$ cat config.mk
export PLATFORM = sky130hd
export DESIGN_NAME = axi4_lite_rd_arbiter
export DESIGN_NICKNAME = d
export VERILOG_FILES = /design/src/rtl/axi4_lite_rd_arbiter.sv
export SDC_FILE = /design/constraint.sdc
export NUM_CORES = 1
export LEC_CHECK = 0
export ABC_AREA = 1
export CAP_MARGIN = 20
export CORE_AREA = 2 2 89 91
export CTS_CLUSTER_SIZE = 10
export DETAILED_ROUTE_END_ITERATION = 8
export DIE_AREA = 0 0 91 93
export MAX_ROUTING_LAYER = met4
export PLACE_DENSITY = 0.83
export SLEW_MARGIN = 20
export SYNTH_ARGS = -nofsm -noshare
export SYNTH_HDL_FRONTEND = slang
export SYNTH_SLANG_ARGS = --single-unit
$ cat constraint.sdc
create_clock -name aclk -period 6.6 [get_ports aclk]
set_clock_uncertainty 0.1 [all_clocks]
set_input_delay 0.66 -clock aclk [delete_from_list [all_inputs] [get_ports aclk]]
set_output_delay 0.66 -clock aclk [all_outputs]
set_load 0.005 [all_outputs]
$ cat src/rtl/axi4_lite_rd_arbiter.sv
// Two-to-one AXI4-Lite read arbiter: round-robin AR grant, grant-order FIFO routes R beats back.
// Define AXI4_LITE_RD_ARB_FIXED_PRIO_EN for fixed priority (requester 0 wins ties).
module axi4_lite_rd_arbiter #(
  parameter int unsigned ADDR_W  = 32,
  parameter int unsigned DATA_W  = 32,
  parameter int unsigned MAX_OUT = 4
) (
  input  logic                  aclk,
  input  logic                  areset,
  // requester ports, index i occupies slice [i*W +: W]
  input  logic [1:0]            s_arvalid,
  output logic [1:0]            s_arready,
  input  logic [2*ADDR_W-1:0]   s_araddr,
  input  logic [5:0]            s_arprot,
  output logic [1:0]            s_rvalid,
  input  logic [1:0]            s_rready,
  output logic [2*DATA_W-1:0]   s_rdata,
  output logic [3:0]            s_rresp,
  output logic [1:0]            s_awready,
  output logic [1:0]            s_wready,
  output logic [1:0]            s_bvalid,
  // shared downstream port
  output logic                  m_arvalid,
  input  logic                  m_arready,
  output logic [ADDR_W-1:0]     m_araddr,
  output logic [2:0]            m_arprot,
  input  logic                  m_rvalid,
  output logic                  m_rready,
  input  logic [DATA_W-1:0]     m_rdata,
  input  logic [1:0]            m_rresp,
  output logic                  m_awvalid,
  output logic                  m_wvalid,
  output logic                  m_bready
);

  localparam int unsigned CNT_W = $clog2(MAX_OUT + 1);
  localparam int unsigned PTR_W = (MAX_OUT > 1) ? $clog2(MAX_OUT) : 1;
  localparam logic [CNT_W-1:0] CNT_MAX  = CNT_W'(MAX_OUT);
  localparam logic [PTR_W-1:0] PTR_LAST = PTR_W'(MAX_OUT - 1);

  localparam logic ST_IDLE = 1'b0;
  localparam logic ST_ADDR = 1'b1;

  logic               state_q, state_d;
  logic               grant_q, grant_d;
  logic [MAX_OUT-1:0] fifo_q;
  logic [PTR_W-1:0]   wr_ptr_q, rd_ptr_q;
  logic [CNT_W-1:0]   count_q;
  logic               ar_hs, r_hs, nonempty, head, pick;

  assign s_awready = '0;
  assign s_wready  = '0;
  assign s_bvalid  = '0;
  assign m_awvalid = 1'b0;
  assign m_wvalid  = 1'b0;
  assign m_bready  = 1'b0;

`ifdef AXI4_LITE_RD_ARB_FIXED_PRIO_EN
  assign pick = ~s_arvalid[0];
`else
  logic rr_ptr_q;
  assign pick = (&s_arvalid) ? rr_ptr_q : s_arvalid[1];

  always_ff @(posedge aclk) begin
    if (areset) begin
      rr_ptr_q <= 1'b0;
    end else if (ar_hs) begin
      rr_ptr_q <= ~grant_q;
    end
  end
`endif

  assign nonempty = (count_q != '0);
  assign head     = fifo_q[rd_ptr_q];
  assign ar_hs    = (state_q == ST_ADDR) & m_arvalid & m_arready;
  assign r_hs     = m_rvalid & m_rready;

  // R data is broadcast; only the head requester sees rvalid.
  assign s_rdata = {2{m_rdata}};
  assign s_rresp = {2{m_rresp}};

  always_comb begin
    m_arvalid = 1'b0;
    s_arready = '0;
    m_araddr  = grant_q ? s_araddr[2*ADDR_W-1:ADDR_W] : s_araddr[ADDR_W-1:0];
    m_arprot  = grant_q ? s_arprot[5:3] : s_arprot[2:0];
    if (state_q == ST_ADDR) begin
      m_arvalid          = s_arvalid[grant_q];
      s_arready[grant_q] = m_arready;
    end
    s_rvalid       = '0;
    s_rvalid[head] = m_rvalid & nonempty;
    m_rready       = s_rready[head] & nonempty;
  end

  always_comb begin
    state_d = state_q;
    grant_d = grant_q;
    case (state_q)
      ST_IDLE: begin
        if ((|s_arvalid) && (count_q < CNT_MAX)) begin
          grant_d = pick;
          state_d = ST_ADDR;
        end
      end
      ST_ADDR: begin
        if (ar_hs) state_d = ST_IDLE;
      end
      default: state_d = ST_IDLE;
    endcase
  end

  always_ff @(posedge aclk) begin
    if (areset) begin
      state_q  <= ST_IDLE;
      grant_q  <= 1'b0;
      fifo_q   <= '0;
      wr_ptr_q <= '0;
      rd_ptr_q <= '0;
      count_q  <= '0;
    end else begin
      state_q <= state_d;
      grant_q <= grant_d;
      if (ar_hs) begin
        fifo_q[wr_ptr_q] <= grant_q;
        wr_ptr_q <= (wr_ptr_q == PTR_LAST) ? '0 : wr_ptr_q + 1'b1;
      end
      if (r_hs) begin
        rd_ptr_q <= (rd_ptr_q == PTR_LAST) ? '0 : rd_ptr_q + 1'b1;
      end
      case ({ar_hs, r_hs})
        2'b10:   count_q <= count_q + 1'b1;
        2'b01:   count_q <= count_q - 1'b1;
        default: count_q <= count_q;
      endcase
    end
  end

endmodule

After elaboration in Yosys (flattened, before gate mapping)
Index checks and enable logic that the tools add are counted.
{"block": "op_classes", "eq_ne": 4, "mux": 24, "n_reduce_logical": 9, "n_addsub": 4, "n_div": 0, "shift": 0, "n_lt_le_gt_ge": 8, "mul": 0, "n_bitwise": 9}
{"cell": "$mux 32", "n": 1}
{"cell": "$mux 1", "n": 12}
{"cell": "$eq 2x2->1 const B", "n": 3}
{"cell": "$lt 2x3->1 const B", "n": 2}
{"cell": "$mux 2", "n": 3}
{"cell": "$pmux 3 s2", "n": 1}
{"cell": "$and 1x1->1", "n": 5}
{"cell": "$add 2x1->2 const B", "n": 2}
{"cell": "$and 2x2->2", "n": 2}
{"cell": "$bwmux 4", "n": 1}
{"cell": "$logic_and 1x1->1", "n": 4}
{"cell": "$lt 1x2->1 const B", "n": 2}
{"cell": "$reduce_and 2->1", "n": 2}
{"cell": "$add 3x1->3 const B", "n": 1}
{"cell": "$lt 3x3->1 const B", "n": 1}
{"cell": "$mux 3", "n": 1}
{"cell": "$reduce_bool 3->1", "n": 1}
{"cell": "$sub 3x1->3 const B", "n": 1}
{"cell": "$bmux 1 s2", "n": 1}
{"cell": "$demux 1 s1", "n": 2}
{"cell": "$demux 1 s2", "n": 1}
{"cell": "$eq 2x1->1 const B", "n": 1}
{"cell": "$ge 1x1->1 const B", "n": 2}
{"cell": "$ge 2x1->1 const B", "n": 1}
{"cell": "other kinds (4)", "n": 5}
{"block": "totals", "n_memories": 0, "out_inout_bits": 118, "latchBits": 0, "mem_bits_ro": 0, "reg_bits": 14, "mem_bits_rw": 0, "elab_cells": 65, "inputBits": 112}

Depth between registers and ports, before layout
{"block": "depth", "depth_word": 8, "depth_mapped": 14, "ltp_nobuf": 14}

Worst setup path after synthesis
No wires, ideal clock.
{"block": "synth_timing", "path_type": "input to register", "from": "in m_rvalid", "to": "reg count_q[2]", "n_path_buf": 0, "slack_ps": 4402, "t_arrival_ps": 1976, "required_ps": 6378, "setup_time_ps": 122, "cell_stages": 11, "cell_sequence": "inv_1 > nor2_1 > nand3_1 > inv_1 > ha_1 > inv_1 > fa_1 > a21oi_1 > o21ai_0 > o21ai_0 > a21oi_1"}
{"block": "synth_between", "elab_chain_len": 3, "elab_cells_between_ends": 5, "cone_classes": "eq/ne: 2; mux: 1; bitwise: 1; reduce/logical: 1"}
{"element": "from (decl)", "line_no": "27", "rtl": "input logic m_rvalid,"}
{"element": "$and 1x1->1 (*)", "line_no": "76", "rtl": "assign r_hs = m_rvalid & m_rready;"}
{"element": "via r_hs", "line_no": "49", "rtl": "logic ar_hs, r_hs, nonempty, head, pick;"}
{"element": "$eq 2x1->1 or $eq 2x2->1 (tied branches)", "line_no": "131", "rtl": "case ({ar_hs, r_hs})"}
{"element": "$pmux 3 s2 or $reduce_bool 2->1 (tied branches)"}
{"element": "to (signal assigned)", "line_no": "132", "rtl": "2'b10: count_q <= count_q + 1'b1;"}
{"element": "to (signal assigned)", "line_no": "133", "rtl": "2'b01: count_q <= count_q - 1'b1;"}
{"element": "to (signal assigned)", "line_no": "134", "rtl": "default: count_q <= count_q;"}
{"element": "to (decl)", "line_no": "48", "rtl": "logic [CNT_W-1:0] count_q;"}
Mark *: on every way through the listed nets, which the timed path passes. The rest lies on a longest branch.
A chain may end at the register's enable or synchronous reset.

Worst setup path in the final report
{"block": "layout_timing", "from": "in s_arvalid[1]", "to": "out m_arvalid"}
{"block": "layout_between", "elab_chain_len": 3}
{"element": "from (decl)", "line_no": "11", "rtl": "input logic [1:0] s_arvalid,"}
{"element": "$mux 1 (not written as such) (2 in a row)", "line_no": "88", "rtl": "m_arvalid = s_arvalid[grant_q];"}
{"element": "$mux 1", "line_no": "87", "rtl": "if (state_q == ST_ADDR) begin"}
{"element": "to (decl)", "line_no": "23", "rtl": "output logic m_arvalid,"}
No other way between the ends. The select of a mux whose other input is x is not followed.

==> summary.txt <==
Floorplanning
  • Die H: 93 um
  • Core area: 7527 um^2
  • FP Rows: 32
  • Initial Util: 23.97%
  • Die area: 8463 um^2
  • Die width: 91 um
  • IO Count: 230

Yosys
  • Async SR Flop Fraction: 0%
  • Flops & latches, synth: 14
  • Synth cell count leaders: nand2_1, buf_4, inv_1, dfxtp_1, nor2_1
  • Mean post-synth cell area: 5.974 um^2
  • Post-synth top area cell: buf_4
  • YS warnings: 0
  • Synthesized cell area: 1804 um^2
  • EDFF count, synth: 0
  • Post-synth top area share: 32.04%
  • Yosys cell types: 21
  • Post-synth top flop: dfxtp_1
  • Count leader, synth: nand2_1
  • Largest cells by area after synthesis: buf_4, nand2_1, dfxtp_1, ha_1, inv_1
  • Mapped Cells: 302
  • Register area share after synthesis: 15.53%

Route
  • Final WL: 5252 um
  • Routed Antenna Nets: 0
  • DRC violations left: 0
  • Wire per inst: 11.67 um
  • Router iterations before antenna repair: 4
  • Initial DRC Count: 30
  • Total number of vias: 1,809
  • Vias per cell: 4.020

CTS
  • CTS H-tree lvls: 1
  • Post-CTS setup buffers: 0
  • Clock Tree Root: clkbuf_8
  • Inserted Clock Buffers: 3
  • Clk sinks: 14
  • Hold-fix buffers, CTS: 0
  • Max Root-Sink Buffers: 2
  • Clock transition at path regs: 0.05 ns
  • Post-CTS sizing: 0
  • CTS tree: built
  • Worst-Skew Late Latency: 0.24 ns

Power
  • P per Cell Area: 123.0 nW/um^2
  • Max VDD drop: 132.9 uV
  • Leakage: 1.158 nW

Finish
  • Final core area utilization: 34.39%
  • Area growth, synth to finish: 43.48%
  • Share of layout cells above drive strength 1: 2.874%
  • NumNets Final: 468
  • ANT cells: 0

Worst setup path
  • Startpoint Class: input pin
  • CP required: 5.84 ns
  • Worst setup path class: input pin to primary output
  • Crit-path max FO: 3
  • Crit end category: primary output
  • WP data arrival: 2.00 ns

Global routing
  • Largest net degree at the start of global routing: 45
  • Total Routing Usage GR: 12.06%
  • Met3 usage: 5.479%
  • Layer with the highest usage: met2
  • Grt total ovfl: 0
  • Via count of the first global-routing pass: 1,781
  • Met1 GRT Util: 11.31%
  • M2 GR Usage: 20.37%
  • Initial antenna violation count: 0
  • First-pass GRT wire length: 8252 um

Timing
  • Max frequency: 362.6 MHz
  • RSZ-0062 raised after global routing: no
  • Final Setup Violations: 0
  • Final Slew Violations: 0
  • Minimum clock period: 2.758 ns
  • Final Cycle Share: 41.79%
  • Setup TNS Final: 0 ns
  • Final Hold Fails: 0

Placed design
  • Dpl hpwl: 4419 um
  • Final Wtd Congestion: 0.7569
  • PortBufs: 118

Worst hold path
  • Worst min path class: flop to flop

Outcome
  • Status: finished, final reports clean

Job
  • Max cap viols: 0
layer usage:
layer  vias to the layer above  wire [um]
met4                         0        324
met1                       745       1767
met5                         -          0
met3                        42        688
li1                        924          -
met2                        98       2472
worst paths after layout:
check | from | to | slack, ns | depth (start not counted)
worst min register to register | fifo_q[2] | fifo_q[2] | 0.37 | 2
worst min-delay path | fifo_q[2] | fifo_q[2] | 0.37 | 2
worst max-delay path | s_arvalid[1] | m_arvalid | 3.84 | 4
worst max register to register | grant_q | count_q[2] | 4.08 | 12
worst max-delay path, cell delays in order:
cell             delay (ns)
clkdlybuf4s50_1        0.50
nand2_1                0.10
a21oi_4                0.21
clkdlybuf4s50_1        0.52
kinds of logic (layout without fill, tap and decap cells):
| family | after synthesis | count (layout) | share of synthesized area (%) |
|---|---|---|---|
| simple gates | 152 | 152 | 32.94 |
| flops | 14 | 14 | 15.53 |
| fa+ha+maj | 7 | 7 | 5.270 |
| compound gates | 23 | 23 | 7.143 |
| buf+inv | 105 | 143 | 38.90 |
| other cells | 1 | 9 | 0.2078 |
stage by stage:
step                      hold slack [ns]  total power [mW]  cell area [um^2]  setup WS, ns  std cells
after floorplan                    0.3328            0.1783              1834         4.402        310
after global placement             0.3559            0.2378              2534         3.842        446
after detailed placement           0.3647            0.2400              2534         3.795        446
after CTS                          0.3662            0.3231              2589         3.834        450
after global routing               0.4068            0.3397              2589         3.785        450
final                              0.3661            0.3184              2589         3.842        450
power breakdown:
part,leakage [nW],internal [mW],switching (mW)
Combinational,1.02,0.0919,0.0551
Clock,0.0288,0.0528,0.0281
Sequential,0.114,0.0881,0.00232
cell type report:
type / instances / area, um^2
fillers: 796 / 4938
repair buffers: 119 / 1189
multi-input cells: 191 / 852.1
flip-flops and latches: 14 / 280.3
well taps: 102 / 127.6
inverters: 20 / 85.08
clock buffers: 4 / 55.05
state kept, by name, indices dropped and copies added (netlist names):
| name | cells |
|---|---|
| state_q | 1 |
| count_q | 3 |
| rr_ptr_q | 1 |
| fifo_q | 4 |
| wr_ptr_q | 2 |
| rd_ptr_q | 2 |
| grant_q | 1 |
placed cells by master, fill, tap and decap left out, drive strengths merged:
master and n:
clkdlybuf4s50 118, o211ai 1, o21ai 8, fa 1, ha 6, buf 1
inv 19, nand2 127, a21oi 14, nor3 4, conb 9, clkbuf 4
dfxtp 14, nor2 14, clkinv 1, nand3 7
Power figures use the tool's default switching activity.
